File: src/rtl/dnn_pkg.sv
// ============================================================================
// Module  : dnn_pkg
// Brief   : Shared classifier definitions (class count, class index type)
//           plus the skid-buffer state encoding of the one-hot decoder.
// Revision: 1.0 - initial release
// ============================================================================
`default_nettype none

package dnn_pkg;

    // Number of classes produced by the DNN output stage
    localparam int NUM_CLASSES = 10;
    localparam int CLASS_IDX_W = $clog2(NUM_CLASSES);

    // Binary class index shared with the encoder and the result formatter
    typedef logic [CLASS_IDX_W-1:0] class_idx_t;

    // Occupancy of the decoder's output/skid pair
    typedef enum logic [1:0] {
        SKID_EMPTY = 2'd0,  // nothing held, out_valid low
        SKID_ONE   = 2'd1,  // output register full
        SKID_TWO   = 2'd2   // output register and skid register full
    } skid_state_t;

endpackage : dnn_pkg

`default_nettype wire

File: src/rtl/one_hot_decode_stream_onehot_to_idx.sv
// ============================================================================
// Module  : onehot_to_idx
// Brief   : Combinational one-hot to binary index converter. The lowest set
//           bit wins; err flags any vector whose popcount is not exactly one.
// Revision: 1.0 - initial release
// ============================================================================
`default_nettype none

module onehot_to_idx #(
    parameter  int N     = 10,
    localparam int IDX_W = $clog2(N)
) (
    input  logic [N-1:0]     onehot,
    output logic [IDX_W-1:0] idx,
    output logic             err
);

    // Clearing the lowest set bit leaves a non-zero value only if two or
    // more bits were set, which avoids a full popcount tree.
    logic [N-1:0] w_minus_one;
    logic         w_zero;
    logic         w_multi;

    assign w_minus_one = onehot - N'(1);
    assign w_zero      = (onehot == '0);
    assign w_multi     = ((onehot & w_minus_one) != '0);

    // Priority scan from the top so the lowest set bit is the last to assign
    always_comb begin
        idx = '0;
        for (int i = N - 1; i >= 0; i--) begin
            if (onehot[i]) begin
                idx = IDX_W'(i);
            end
        end
    end

    assign err = w_zero | w_multi;

endmodule : onehot_to_idx

`default_nettype wire

File: src/rtl/one_hot_decode_stream.sv
// ============================================================================
// Module  : one_hot_decode_stream
// Brief   : Streaming one-hot to class-index decoder with valid/ready on both
//           sides, 1-cycle latency, full throughput via a one-entry skid
//           register. Optional per-class statistics counters are built when
//           ONE_HOT_DECODE_STATS_EN is defined; otherwise stat_cnt/err_cnt
//           read as zero and stat_clr/stat_sel are ignored.
// Revision: 1.0 - initial release
// ============================================================================
`default_nettype none

module one_hot_decode_stream
    import dnn_pkg::*;
#(
    parameter  int N     = NUM_CLASSES,
    parameter  int CNT_W = 16,
    localparam int IDX_W = $clog2(N)
) (
    input  logic             clk,
    input  logic             rst_n,
    input  logic             in_valid,
    output logic             in_ready,
    input  logic [N-1:0]     in_onehot,
    output logic             out_valid,
    input  logic             out_ready,
    output logic [IDX_W-1:0] out_idx,
    output logic             out_err,
    input  logic             stat_clr,
    input  logic [IDX_W-1:0] stat_sel,
    output logic [CNT_W-1:0] stat_cnt,
    output logic [CNT_W-1:0] err_cnt
);

    // ------------------------------------------------------------------
    // Decode of the incoming vector
    // ------------------------------------------------------------------
    logic [IDX_W-1:0] w_dec_idx;
    logic             w_dec_err;

    onehot_to_idx #(
        .N (N)
    ) u_onehot_to_idx (
        .onehot (in_onehot),
        .idx    (w_dec_idx),
        .err    (w_dec_err)
    );

    // ------------------------------------------------------------------
    // Output register, skid register and handshake state
    // ------------------------------------------------------------------
    skid_state_t      r_state;
    logic             r_out_valid;
    logic [IDX_W-1:0] r_out_idx;
    logic             r_out_err;
    logic [IDX_W-1:0] r_skid_idx;
    logic             r_skid_err;
    logic             r_in_ready;

    logic             w_acc;
    logic             w_drain;

    assign w_acc   = in_valid & r_in_ready;
    assign w_drain = r_out_valid & out_ready;

    // Skid FSM: the skid only fills when a new vector arrives while the
    // output is stalled, and in_ready is the registered inverse of that.
    always_ff @(posedge clk or negedge rst_n) begin
        if (!rst_n) begin
            r_state     <= SKID_EMPTY;
            r_out_valid <= 1'b0;
            r_out_idx   <= '0;
            r_out_err   <= 1'b0;
            r_skid_idx  <= '0;
            r_skid_err  <= 1'b0;
            r_in_ready  <= 1'b1;
        end else begin
            case (r_state)
                SKID_EMPTY: begin
                    if (w_acc) begin
                        r_out_idx   <= w_dec_idx;
                        r_out_err   <= w_dec_err;
                        r_out_valid <= 1'b1;
                        r_state     <= SKID_ONE;
                    end
                end
                SKID_ONE: begin
                    if (w_acc && w_drain) begin
                        r_out_idx <= w_dec_idx;
                        r_out_err <= w_dec_err;
                    end else if (w_acc) begin
                        r_skid_idx <= w_dec_idx;
                        r_skid_err <= w_dec_err;
                        r_in_ready <= 1'b0;
                        r_state    <= SKID_TWO;
                    end else if (w_drain) begin
                        r_out_valid <= 1'b0;
                        r_state     <= SKID_EMPTY;
                    end
                end
                SKID_TWO: begin
                    // in_ready is low here, so no accept can coincide
                    if (w_drain) begin
                        r_out_idx  <= r_skid_idx;
                        r_out_err  <= r_skid_err;
                        r_in_ready <= 1'b1;
                        r_state    <= SKID_ONE;
                    end
                end
                default: begin
                    r_out_valid <= 1'b0;
                    r_in_ready  <= 1'b1;
                    r_state     <= SKID_EMPTY;
                end
            endcase
        end
    end

    assign in_ready  = r_in_ready;
    assign out_valid = r_out_valid;
    assign out_idx   = r_out_idx;
    assign out_err   = r_out_err;

    // ------------------------------------------------------------------
    // Statistics counters (counted at input acceptance)
    // ------------------------------------------------------------------
`ifdef ONE_HOT_DECODE_STATS_EN
    localparam logic [CNT_W-1:0] c_cnt_max = '1;
    localparam logic [IDX_W:0]   c_num_sel = (IDX_W + 1)'(N);

    logic [CNT_W-1:0] r_class_cnt [N];
    logic [CNT_W-1:0] r_err_cnt;

    // Saturating counters; a same-cycle clear wins over any increment
    always_ff @(posedge clk or negedge rst_n) begin
        if (!rst_n) begin
            for (int i = 0; i < N; i++) begin
                r_class_cnt[i] <= '0;
            end
            r_err_cnt <= '0;
        end else if (stat_clr) begin
            for (int i = 0; i < N; i++) begin
                r_class_cnt[i] <= '0;
            end
            r_err_cnt <= '0;
        end else if (w_acc) begin
            if (!w_dec_err) begin
                if (r_class_cnt[w_dec_idx] != c_cnt_max) begin
                    r_class_cnt[w_dec_idx] <= r_class_cnt[w_dec_idx] + CNT_W'(1);
                end
            end else if (r_err_cnt != c_cnt_max) begin
                r_err_cnt <= r_err_cnt + CNT_W'(1);
            end
        end
    end

    // Out-of-range selectors read as zero rather than aliasing a class
    assign stat_cnt = ({1'b0, stat_sel} < c_num_sel) ? r_class_cnt[stat_sel] : '0;
    assign err_cnt  = r_err_cnt;
`else
    // Statistics removed: inputs are intentionally left without a load
    logic w_unused_stats;
    assign w_unused_stats = ^{stat_clr, stat_sel};

    assign stat_cnt = '0;
    assign err_cnt  = '0;
`endif

endmodule : one_hot_decode_stream

`default_nettype wire

File: config.mk
export PLATFORM = sky130hd
export DESIGN_NAME = one_hot_decode_stream
export DESIGN_NICKNAME = d
export VERILOG_FILES = /design/src/rtl/dnn_pkg.sv /design/src/rtl/one_hot_decode_stream_onehot_to_idx.sv /design/src/rtl/one_hot_decode_stream.sv
export SDC_FILE = /design/constraint.sdc
export NUM_CORES = 1
export LEC_CHECK = 0
export ABC_AREA = 1
export BUFFER_PORTS_ARGS = -buffer_cell sky130_fd_sc_hd__buf_2
export CELL_PAD_IN_SITES_DETAIL_PLACEMENT = 1
export CELL_PAD_IN_SITES_GLOBAL_PLACEMENT = 2
export CORE_MARGIN = 8
export CORE_UTILIZATION = 20
export CTS_CLUSTER_SIZE = 30
export DETAILED_ROUTE_END_ITERATION = 8
export PLACE_DENSITY_LB_ADDON = 0.25
export SETUP_SLACK_MARGIN = 0.4
export SLEW_MARGIN = 40
export SYNTH_ARGS = -nofsm -noshare
export SYNTH_HDL_FRONTEND = slang
export SYNTH_SLANG_ARGS = --single-unit
File: constraint.sdc
create_clock -name clk -period 1.4 [get_ports clk]
set_clock_uncertainty 0.05 [all_clocks]
set_input_delay 0.28 -clock clk [delete_from_list [all_inputs] [get_ports clk]]
set_output_delay 0.28 -clock clk [all_outputs]
set_load 0.02 [all_outputs]
==> results of run 1 <==
kinds of logic (layout without fill, tap and decap cells):
family	Yosys count	count (layout)	synth area share, %
simple gates	74	74	30.3
other cells	1	32	0.330
buf+inv	51	54	27.5
flops	14	14	31.0
compound gates	22	22	10.9
synth_stat cells, types with 2 or more instances:
master,count,area [sq um]
inv_1,17,63.8
a31oi_1,3,18.8
nor2_4,5,56.3
o21ai_1,4,20.0
o21ai_0,5,25.0
a21oi_1,6,30.0
nor2_2,2,12.5
inv_2,2,7.51
dfrtp_1,13,325
nand3_1,5,25.0
buf_4,32,240
nor2_1,11,41.3
nand2_1,47,176
report_power, final:
group          total, mW  internal (mW)  switching [mW]
Combinational       1.14          0.476           0.668
Sequential         0.705          0.583           0.122
Clock              0.342          0.201           0.141
final timing paths:
path	startpoint	end	cells past startpoint
max in group asynchronous	rst_n	in_ready	2
worst max register to register	in_ready	out_idx[2]	7
min in group asynchronous	rst_n	out_idx[2]	2
worst min-delay path	in_onehot[0]	r_skid_idx[0]	4
worst max-delay path	in_ready	out_idx[2]	7
worst min register to register	r_skid_idx[2]	r_skid_idx[2]	2
critical path: cells and delay by family, from the launching register on:
family	cells	cell delay (ns)
buffers and inverters	1	0.12
AOI/OAI and AO/OA	1	0.12
and+or+nand+nor	5	0.38
DFF	1	0.56
per-stage QoR:
stage	std cells	worst slack, ns	power (mW)	utilization (%)
6_report	268	0.0908	2.19	26.0
3_5_place_dp	256	0.0234	1.59	22.4
5_1_grt	268	-0.00642	2.38	26.0
3_3_place_gp	256	0.0210	1.57	22.4
4_1_cts	266	0.0792	2.16	25.4
2_1_floorplan	193	0.0725	1.36	-
area by class of cell:
class / count / area [sq um] / share of cell area [%]
inverters: 19 / 78.8 / 5.51
flip-flops and latches: 14 / 353 / 24.7
repair buffers: 31 / 216 / 15.1
well taps: 72 / 90.1 / 6.29
clock buffers: 4 / 45.0 / 3.15
multi-input cells: 128 / 648 / 45.3
metal layers:
layer	track usage [%]	vias up	wire length, um
met4	2.05	0	13
met5	0	-	0
met3	2.88	2	193
met2	12.7	25	1460
met1	7.27	450	1220
li1	-	509	-
sequential cells by signal (all words and copies together), names as in the netlist:
name,count
r_skid_err,1
r_state,2
out_valid,1
out_idx,4
in_ready,1
r_skid_idx,4
out_err,1
what timing repair did:
action	in CTS	in global routing
hold endpoints to repair	13	0
resized for setup	22	6
pin swaps	8	4
hold buffers	1	0
setup buffers	5	2
setup endpoints to repair	21	21
==> qor.csv, run 1 <==
stage,metric,value,unit
sta,setup_viol,0,
clock_network,cts_tree,built,
placed_design,gp_congestion,0.746,
global_route,grt_overflow,0,
synth,synth_cell_types,23,
clock_network,root_buffer,clkbuf_8,
drt,viasPerCell,3.68,
power,leakage,0.768,nW
power,p_per_area,1530,nW/um^2
final_layout,syn_to_final_growth,26.1,%
die,die_w,91.3,um
synth,synthCells,162,
final_layout,final_common_cell,nand2_1,
critical_path,path_cells,nand2_4 -> nor2_4 -> nand2_2 -> nand3_4 -> buf_4 -> nor2_1 -> a31oi_1,
clock_network,cts_buffers,3,
drt,drt_wl_total,2890,um
critical_path,crit_fanout,3,
synth,avgSynthCellArea,7.01,sq um
sta,hold-worst-slack,0.344,ns
synth,synthFlopType,dfrtp_1,
critical_path,crit_slowest_cell,dfstp_2,
final_layout,layout.nets,216,
sta,hold_violations,0,
min_path,hold_path_class,in2reg,
global_route,grt_pass1_wl,4960,um
placed_design,place_area,1230,sq um
die,coreArea,5510,sq um
clock_network,cts.clk_slew.worst_paths,0.06,ns
final_layout,nFillCells,709,
drt,ant_nets,0,
die,initial_utilization,20.6,%
drt,drc,0,
sta,min_period,1.31,ns
run,drv_cap,0,
die,rows,27,
sta,fmax,0.764,GHz
synth,ys_ff_latch,14,
clock_network,htree_levels,1,
critical_path,cpPeakStageDelay,0.56,ns
critical_path,crit_required,1.52,ns
global_route,grt_usage,7.03,%
critical_path,worstSetupPathType,reg2reg,
die,die_h,91.3,um
global_route,antenna_found_initial,0,
drt,vias,986,
placed_design,portBuffers,20,
sta,finalSetupTns,0,ns
global_route,first_global_vias,1126,
power,irDropWorstVdd,0.384,mV
clock_network,cts-root-to-sink-buffers,2,
synth,synth-seq-area-share,31.0,%
final_layout,mostFrequentLayoutCells,"43 x nand2_1, 32 x conb_1, 15 x inv_1, 15 x buf_2, 12 x dfrtp_1",
final_layout,drive_above_1_share,29.6,%
final_layout,stdcell_area,1430,sq um
sta,slew_violations,0,
critical_path,crit_arrival,1.43,ns
synth,synthArstFlopShare,100,%
synth,syn-cell-area,1130,sq um
placed_design,hpwl,2350,um
sta,rsz0062_at_grt,yes,
status,run_status,"complete, no violations",
critical_path,r2r_setup_slack,0.09,ns
sta,fin_crit_sh,93.5,%
drt,dr.pass1.iters,3,
critical_path,crit_path_end_kind,flip-flop,
die,io-pin-count,58,
die,dieArea,8340,sq um
clock_network,clk_latency,0.24,ns
global_route,grt_start_max_net_pins,15,
final_layout,antenna_cells,0,
critical_path,critPathLaunchType,flip-flop,
synth,synth_edf_count,0,
synth,yosys_warnings,0,
drt,drtIter0Drc,26,
drt,wire_per_inst,10.8,um
clock_network,cts.sinks,14,
Power figures use the tool's default switching activity.
==> run 2: changes to the inputs <==
ABC_AREA = unset   (was 1)
CORE_UTILIZATION = 23   (was 20)
clock period = 1.41 ns   (was 1.4 ns; I/O delays follow)
==> qor.csv, run 2 <==
stage,metric,value,unit,change
status,run_status,"complete, but fails checks",,"was complete, no violations"
status,violations,setup timing,,
synth,synth_top_cell_area_share,29.7,%,was 28.7%
synth,synth-seq-area-share,32.2,%,was 31.0%
final_layout,mostFrequentLayoutCells,"32 x conb_1, 23 x buf_4, 14 x buf_6",,"was 43 x nand2_1, 32 x conb_1, 15 x inv_1, 15 x buf_2, 12 x dfrtp_1"
min_path,hold_path_class,in2reg,,unchanged
drt,viasPerCell,4.37,,was 3.68
placed_design,hpwl,2580,um,was 2350 um
drt,ant_nets,0,,unchanged
synth,synthSimpleGateAreaFrac,22.7,%,was 30.3%
synth,synth.top_cells.by_count,"32 x buf_4, 17 x nand2_1, 13 x dfrtp_1, 12 x nor2_1, 5 x a31oi_1",,"was 47 x nand2_1, 32 x buf_4, 17 x inv_1, 13 x dfrtp_1, 11 x nor2_1"
clock_network,root_buffer,clkbuf_8,,unchanged
die,die_h,85.0,um,was 91.3 um
power,intPower,0.700,mW,was 1.26 mW
sta,min_period,1.58,ns,
synth,synth_area_leaders,"dfrtp_1 30%, buf_4 22%, nand2_1 5.8%, nor2_1 4.1%, a31oi_1 2.9%",,"was dfrtp_1 29%, buf_4 21%, nand2_1 16%, inv_1 5.6%, nor2_4 5.0%"
placed_design,portBuffers,20,,unchanged
synth,synth_edf_count,0,,unchanged
global_route,first_global_vias,1080,,was 1126
drt,vias,1040,,was 986
clock_network,cts.clk_slew.worst_paths,0.06,ns,about the same
synth,ys_ff_latch,14,,unchanged
final_layout,syn_to_final_growth,47.5,%,was 26.1%
power,pwr-share-seq,40.6,%,was 32.2%
synth,synth_xor_area_share,0.801,%,was 0%
sta,fin_crit_sh,112,%,
die,die_w,85.0,um,was 91.3 um
critical_path,crit_fanout,2,,was 3
clock_network,cts-root-to-sink-buffers,2,,unchanged
final_layout,final_common_cell,conb_1,,was nand2_1
die,dieArea,7220,sq um,was 8340 sq um
power,p_switching,0.290,mW,was 0.931 mW
synth,synthCells,133,,was 162
synth,synth_most_common_cell,buf_4,,was nand2_1
synth,yosys_warnings,0,,unchanged
sta,finalSetupTns,-0.327,ns,was 0 ns
critical_path,r2r_setup_slack,0.01,ns,was 0.09 ns
sta,rsz0062_at_grt,yes,,unchanged
power,swShare,29.3,%,was 42.5%
sta,setup_viol,2,,was 0
power,p_per_area,614,nW/um^2,was 1530 nW/um^2
final_layout,drive_above_1_share,45.1,%,was 29.6%
synth,synth_top_family_by_area,buffers and inverters,,was simple AND/OR/NAND/NOR gates
drt,drc,0,,unchanged
placed_design,gp_congestion,0.751,,was 0.746
drt,drt_wl_total,3160,um,was 2890 um
synth,synth_fa_ha_area_share,0,%,unchanged
clock_network,htree_levels,1,,unchanged
sta,hold_violations,0,,unchanged
die,initial_utilization,23.5,%,was 20.6%
critical_path,crit_arrival,1.66,ns,was 1.43 ns
clock_network,cts_tree,built,,unchanged
synth,syn-cell-area,1090,sq um,was 1130 sq um
sta,fmax,0.634,GHz,
sta,slew_violations,0,,unchanged
synth,synthFlopType,dfrtp_1,,unchanged
power,clkPwrFrac,40.3,%,was 15.6%
global_route,antenna_found_initial,0,,unchanged
final_layout,layout.nets,204,,was 216
global_route,grt_pass1_wl,5220,um,was 4960 um
synth,muxShareOfSynthArea,1.95,%,was 0%
min_path,hold_depth,4,,unchanged
sta,hold-worst-slack,0.345,ns,was 0.344 ns
die,coreArea,4660,sq um,was 5510 sq um
critical_path,critPathLaunchType,input pin,,was flip-flop
synth,synth_compound_area_share,17.6,%,was 10.9%
drt,drtIter0Drc,21,,was 26
power,finalPower,0.991,mW,was 2.19 mW
die,io-pin-count,58,,unchanged
placed_design,dp.cells,222,,was 256
global_route,grt_start_max_net_pins,15,,unchanged
clock_network,cts_buffers,3,,unchanged
critical_path,worstSetupPathType,in2reg,,was reg2reg
die,rows,25,,was 27
placed_design,pre_cts_ws,-0.524,ns,was 0.0234 ns
clock_network,clk_latency,0.25,ns,was 0.24 ns
drt,wire_per_inst,13.3,um,was 10.8 um
drt,dr.pass1.iters,3,,unchanged
critical_path,crit_required,1.50,ns,was 1.52 ns
final_layout,antenna_cells,0,,unchanged
power,irDropWorstVdd,0.245,mV,was 0.384 mV
critical_path,crit_path_end_kind,flip-flop,,unchanged
clock_network,cts.sinks,14,,unchanged
critical_path,rr_worst_depth,5,,was 7
sta,setup_ws,-0.166,ns,was 0.0908 ns
global_route,grt_overflow,0,,unchanged
synth,yosysTopAreaCell,dfrtp_1,,unchanged
final_layout,final_cell_count_no_fill,238,,was 268
synth,synth_cell_types,41,,was 23
power,leakage,0.776,nW,was 0.768 nW
synth,avgSynthCellArea,8.22,sq um,was 7.01 sq um
power,p_comb_share,19.2,%,was 52.2%
synth,synthArstFlopShare,100,%,unchanged
run,drv_cap,0,,unchanged
global_route,grt_usage,8.75,%,was 7.03%
[run 2: path summary, 6_finish.rpt]
check | from | endpoint
min | in_valid | in_ready
max reg2reg | in_ready | out_err
min reg2reg | r_skid_err | r_skid_err
max | in_onehot[2] | out_err
min in group asynchronous | rst_n | r_skid_err
max in group asynchronous | rst_n | in_ready
[run 2: what timing repair did]
item	CTS	global route
resized for setup	26	18
setup endpoints to repair	21	21
buffers inserted	6	5
endpoints found under the hold margin	13	0
pin swaps	7	5
hold buffers	1	0
[run 2: cell families (layout without fill, tap and decap cells)]
kind of cell,after synthesis,in the layout
buf+inv,37,57
xor+xnor,1,1
compound gates,29,29
mux,2,2
other cells,1,32
flops,14,14
simple gates,49,49
[run 2: power by group through the flow]
stage	Combinational, mW	Sequential (mW)	Clock, mW
after floorplan	0.181	0.409	0
after global placement	0.173	0.409	0
after detailed placement	0.176	0.409	0
after CTS	0.186	0.402	0.412
after global routing	0.207	0.402	0.428
final	0.190	0.402	0.399
[run 2: layout make-up]
cell class,instances,area (sq um)
inverter,2,7.51
clock buffer,4,55.1
multi-input combinational,113,713
timing repair buffer,51,415
fill,558,3050
tap,54,67.6
sequential,14,354
[run 2: stage by stage]
stage	utilization (%)	instance area (sq um)
after detailed placement	27.8	1300
after CTS	32.2	1500
after global placement	27.8	1300
final	34.6	1610
after floorplan	-	1260
after global routing	34.6	1610
[run 2: worst max-delay path, cell delays in order]
cell     delay [ns]
buf_6          0.09
or4_4          0.53
or4_4          0.50
a31oi_4        0.19
o21ai_1        0.07
[run 2: routing by layer]
metal | wire, um | track usage (%) | up-vias | share of wire [%]
met3 | 180 | 2.41 | 5 | 5.7
met4 | 44 | 3.88 | 0 | 1.4
met5 | 0 | 0 | - | 0
met1 | 1310 | 9.89 | 501 | 42
li1 | - | - | 504 | -
met2 | 1620 | 14.9 | 30 | 51
==> run 3: changes to the inputs <==
CELL_PAD_IN_SITES_DETAIL_PLACEMENT = unset   (was 1)
CELL_PAD_IN_SITES_GLOBAL_PLACEMENT = unset   (was 2)
CORE_UTILIZATION = 44   (was 23)
SETUP_SLACK_MARGIN = unset   (was 0.4)
==> qor.csv, run 3 (synthesized netlist as in run 2, its figures left out) <==
stage,metric,value,unit,change
status,run_status,"complete, but fails checks",,unchanged
status,violations,setup timing,,unchanged
clock_network,clk_latency,0.28,ns,was 0.25 ns
power,finalPower,0.826,mW,was 0.991 mW
sta,min_period,1.54,ns,was 1.58 ns
critical_path,crit_path_end_kind,flip-flop,,unchanged
global_route,grt_start_max_net_pins,15,,unchanged
sta,setup_ws,-0.130,ns,was -0.166 ns
die,initial_utilization,45.4,%,was 23.5%
drt,drc,0,,unchanged
min_path,hold_depth,3,,was 4
critical_path,crit_arrival,1.66,ns,about the same
drt,viasPerCell,4.67,,was 4.37
placed_design,gp_congestion,0.761,,was 0.751
placed_design,hpwl,2050,um,was 2580 um
die,io-pin-count,58,,unchanged
clock_network,root_buffer,clkbuf_4,,was clkbuf_8
critical_path,worstSetupPathType,in2reg,,unchanged
drt,drt_wl_total,2460,um,was 3160 um
drt,routed-wl-met3,169,um,was 180 um
power,irDropWorstVdd,0.318,mV,was 0.245 mV
sta,rsz0062_at_grt,yes,,unchanged
drt,met1_length,1030,um,was 1310 um
critical_path,r2r_setup_slack,-0.05,ns,was 0.01 ns
drt,top_layer_used,met4,,unchanged
sta,hold-worst-slack,0.270,ns,was 0.345 ns
critical_path,crit_end,r_skid_err,,was out_err
sta,hold_violations,0,,unchanged
run,drv_cap,0,,unchanged
drt,wire_per_inst,12.0,um,was 13.3 um
global_route,antenna_found_initial,0,,unchanged
global_route,first_global_vias,913,,was 1080
global_route,grt_overflow,0,,unchanged
sta,fmax,0.649,GHz,was 0.634 GHz
critical_path,worstReg2RegStart,in_ready,,unchanged
drt,drtIter0Drc,28,,was 21
power,leakage,0.692,nW,was 0.776 nW
final_layout,antenna_cells,0,,unchanged
drt,vias,958,,was 1040
final_layout,layout.nets,195,,was 204
drt,ant_nets,0,,unchanged
critical_path,worstSetupStartpoint,in_onehot[2],,unchanged
critical_path,r2r_end,out_err,,unchanged
clock_network,cts_tree,built,,unchanged
final_layout,final_common_cell,conb_1,,unchanged
clock_network,cts.clk_slew.worst_paths,0.08,ns,was 0.06 ns
critical_path,crit_fanout,2,,unchanged
sta,setup_viol,5,,was 2
clock_network,cts.sinks,14,,unchanged
final_layout,syn_to_final_growth,24.9,%,was 47.5%
clock_network,cts_buffers,3,,unchanged
global_route,grt_usage,11.6,%,was 8.75%
power,p_per_area,605,nW/um^2,was 614 nW/um^2
clock_network,cts-root-to-sink-buffers,2,,unchanged
final_layout,nFillCells,245,,was 558
die,dieArea,4340,sq um,was 7220 sq um
critical_path,rr_worst_depth,4,,was 5
min_path,hold_path_class,in2reg,,unchanged
placed_design,portBuffers,20,,unchanged
final_layout,final_cell_count_no_fill,205,,was 238
drt,dr.pass1.iters,4,,was 3
sta,fin_crit_sh,109,%,was 112%
die,die_w,65.9,um,was 85.0 um
die,rows,18,,was 25
clock_network,htree_levels,1,,unchanged
critical_path,crit_required,1.53,ns,was 1.50 ns
critical_path,critPathLaunchType,input pin,,unchanged
sta,slew_violations,0,,unchanged
global_route,grt_pass1_wl,4050,um,was 5220 um
die,coreArea,2410,sq um,was 4660 sq um
drt,wl_met2,1230,um,was 1620 um
final_layout,drive_above_1_share,35.4,%,was 45.1%
final_layout,mostFrequentLayoutCells,"32 x conb_1, 18 x buf_2, 17 x buf_4",,"was 32 x conb_1, 23 x buf_4, 14 x buf_6"
die,die_h,65.9,um,was 85.0 um
placed_design,dp.cells,197,,was 222
[run 3: final cells by class]
type	count	area, sq um	share of cell area, %
inverter	2	7.51	0.549
tap	30	37.5	2.75
multi-input combinational	113	646	47.3
clock buffer	4	26.3	1.92
sequential	14	354	25.9
timing repair buffer	42	295	21.6
[run 3: report_power, final]
group	switching [mW]	internal, mW	total (mW)	leakage [nW]
combinational	0.132	0.0498	0.181	0.489
sequential	0	0.401	0.401	0.189
clock	0.133	0.110	0.243	0.0150
total	0.265	0.561	0.826	0.692
[run 3: routing by layer]
metal	global-route usage, %	up-vias
met3	2.54	4
met2	20.3	31
met5	0	-
met1	13.1	437
li1	-	486
met4	4.90	0
[run 3: how the worst min path moves through the flow]
stage,start,endpoint,slack (ns)
6_report,out_ready,in_ready,0.27
5_1_grt,out_ready,in_ready,0.30
4_1_cts,out_ready,in_ready,0.28
3_5_place_dp,rst_n,out_idx[3],0.15
3_3_place_gp,rst_n,out_idx[3],0.14
2_1_floorplan,rst_n,out_err,-0.06
[run 3: critical path: stages]
cell and delay, ns:
buf_6 0.09, or4_4 0.52, or4_4 0.51, a31oi_4 0.18, o21ai_1 0.08
[run 3: what timing repair did]
action	in CTS	in global routing
hold endpoints to repair	13	0
pin swaps	3	6
resized for setup	4	11
cloned	0	0
setup endpoints to repair	5	10
setup buffers	0	3
hold buffers	1	0
[run 3: metrics by stage]
step	setup TNS [ns]	util, %	worst slack [ns]	instance area [sq um]
2_1_floorplan	-0.905	-	-0.400	1250
3_3_place_gp	-1.21	52.0	-0.440	1250
3_5_place_dp	-1.45	52.0	-0.489	1250
4_1_cts	-0.268	54.5	-0.138	1310
5_1_grt	-0.698	56.7	-0.147	1370
6_report	-0.320	56.7	-0.130	1370
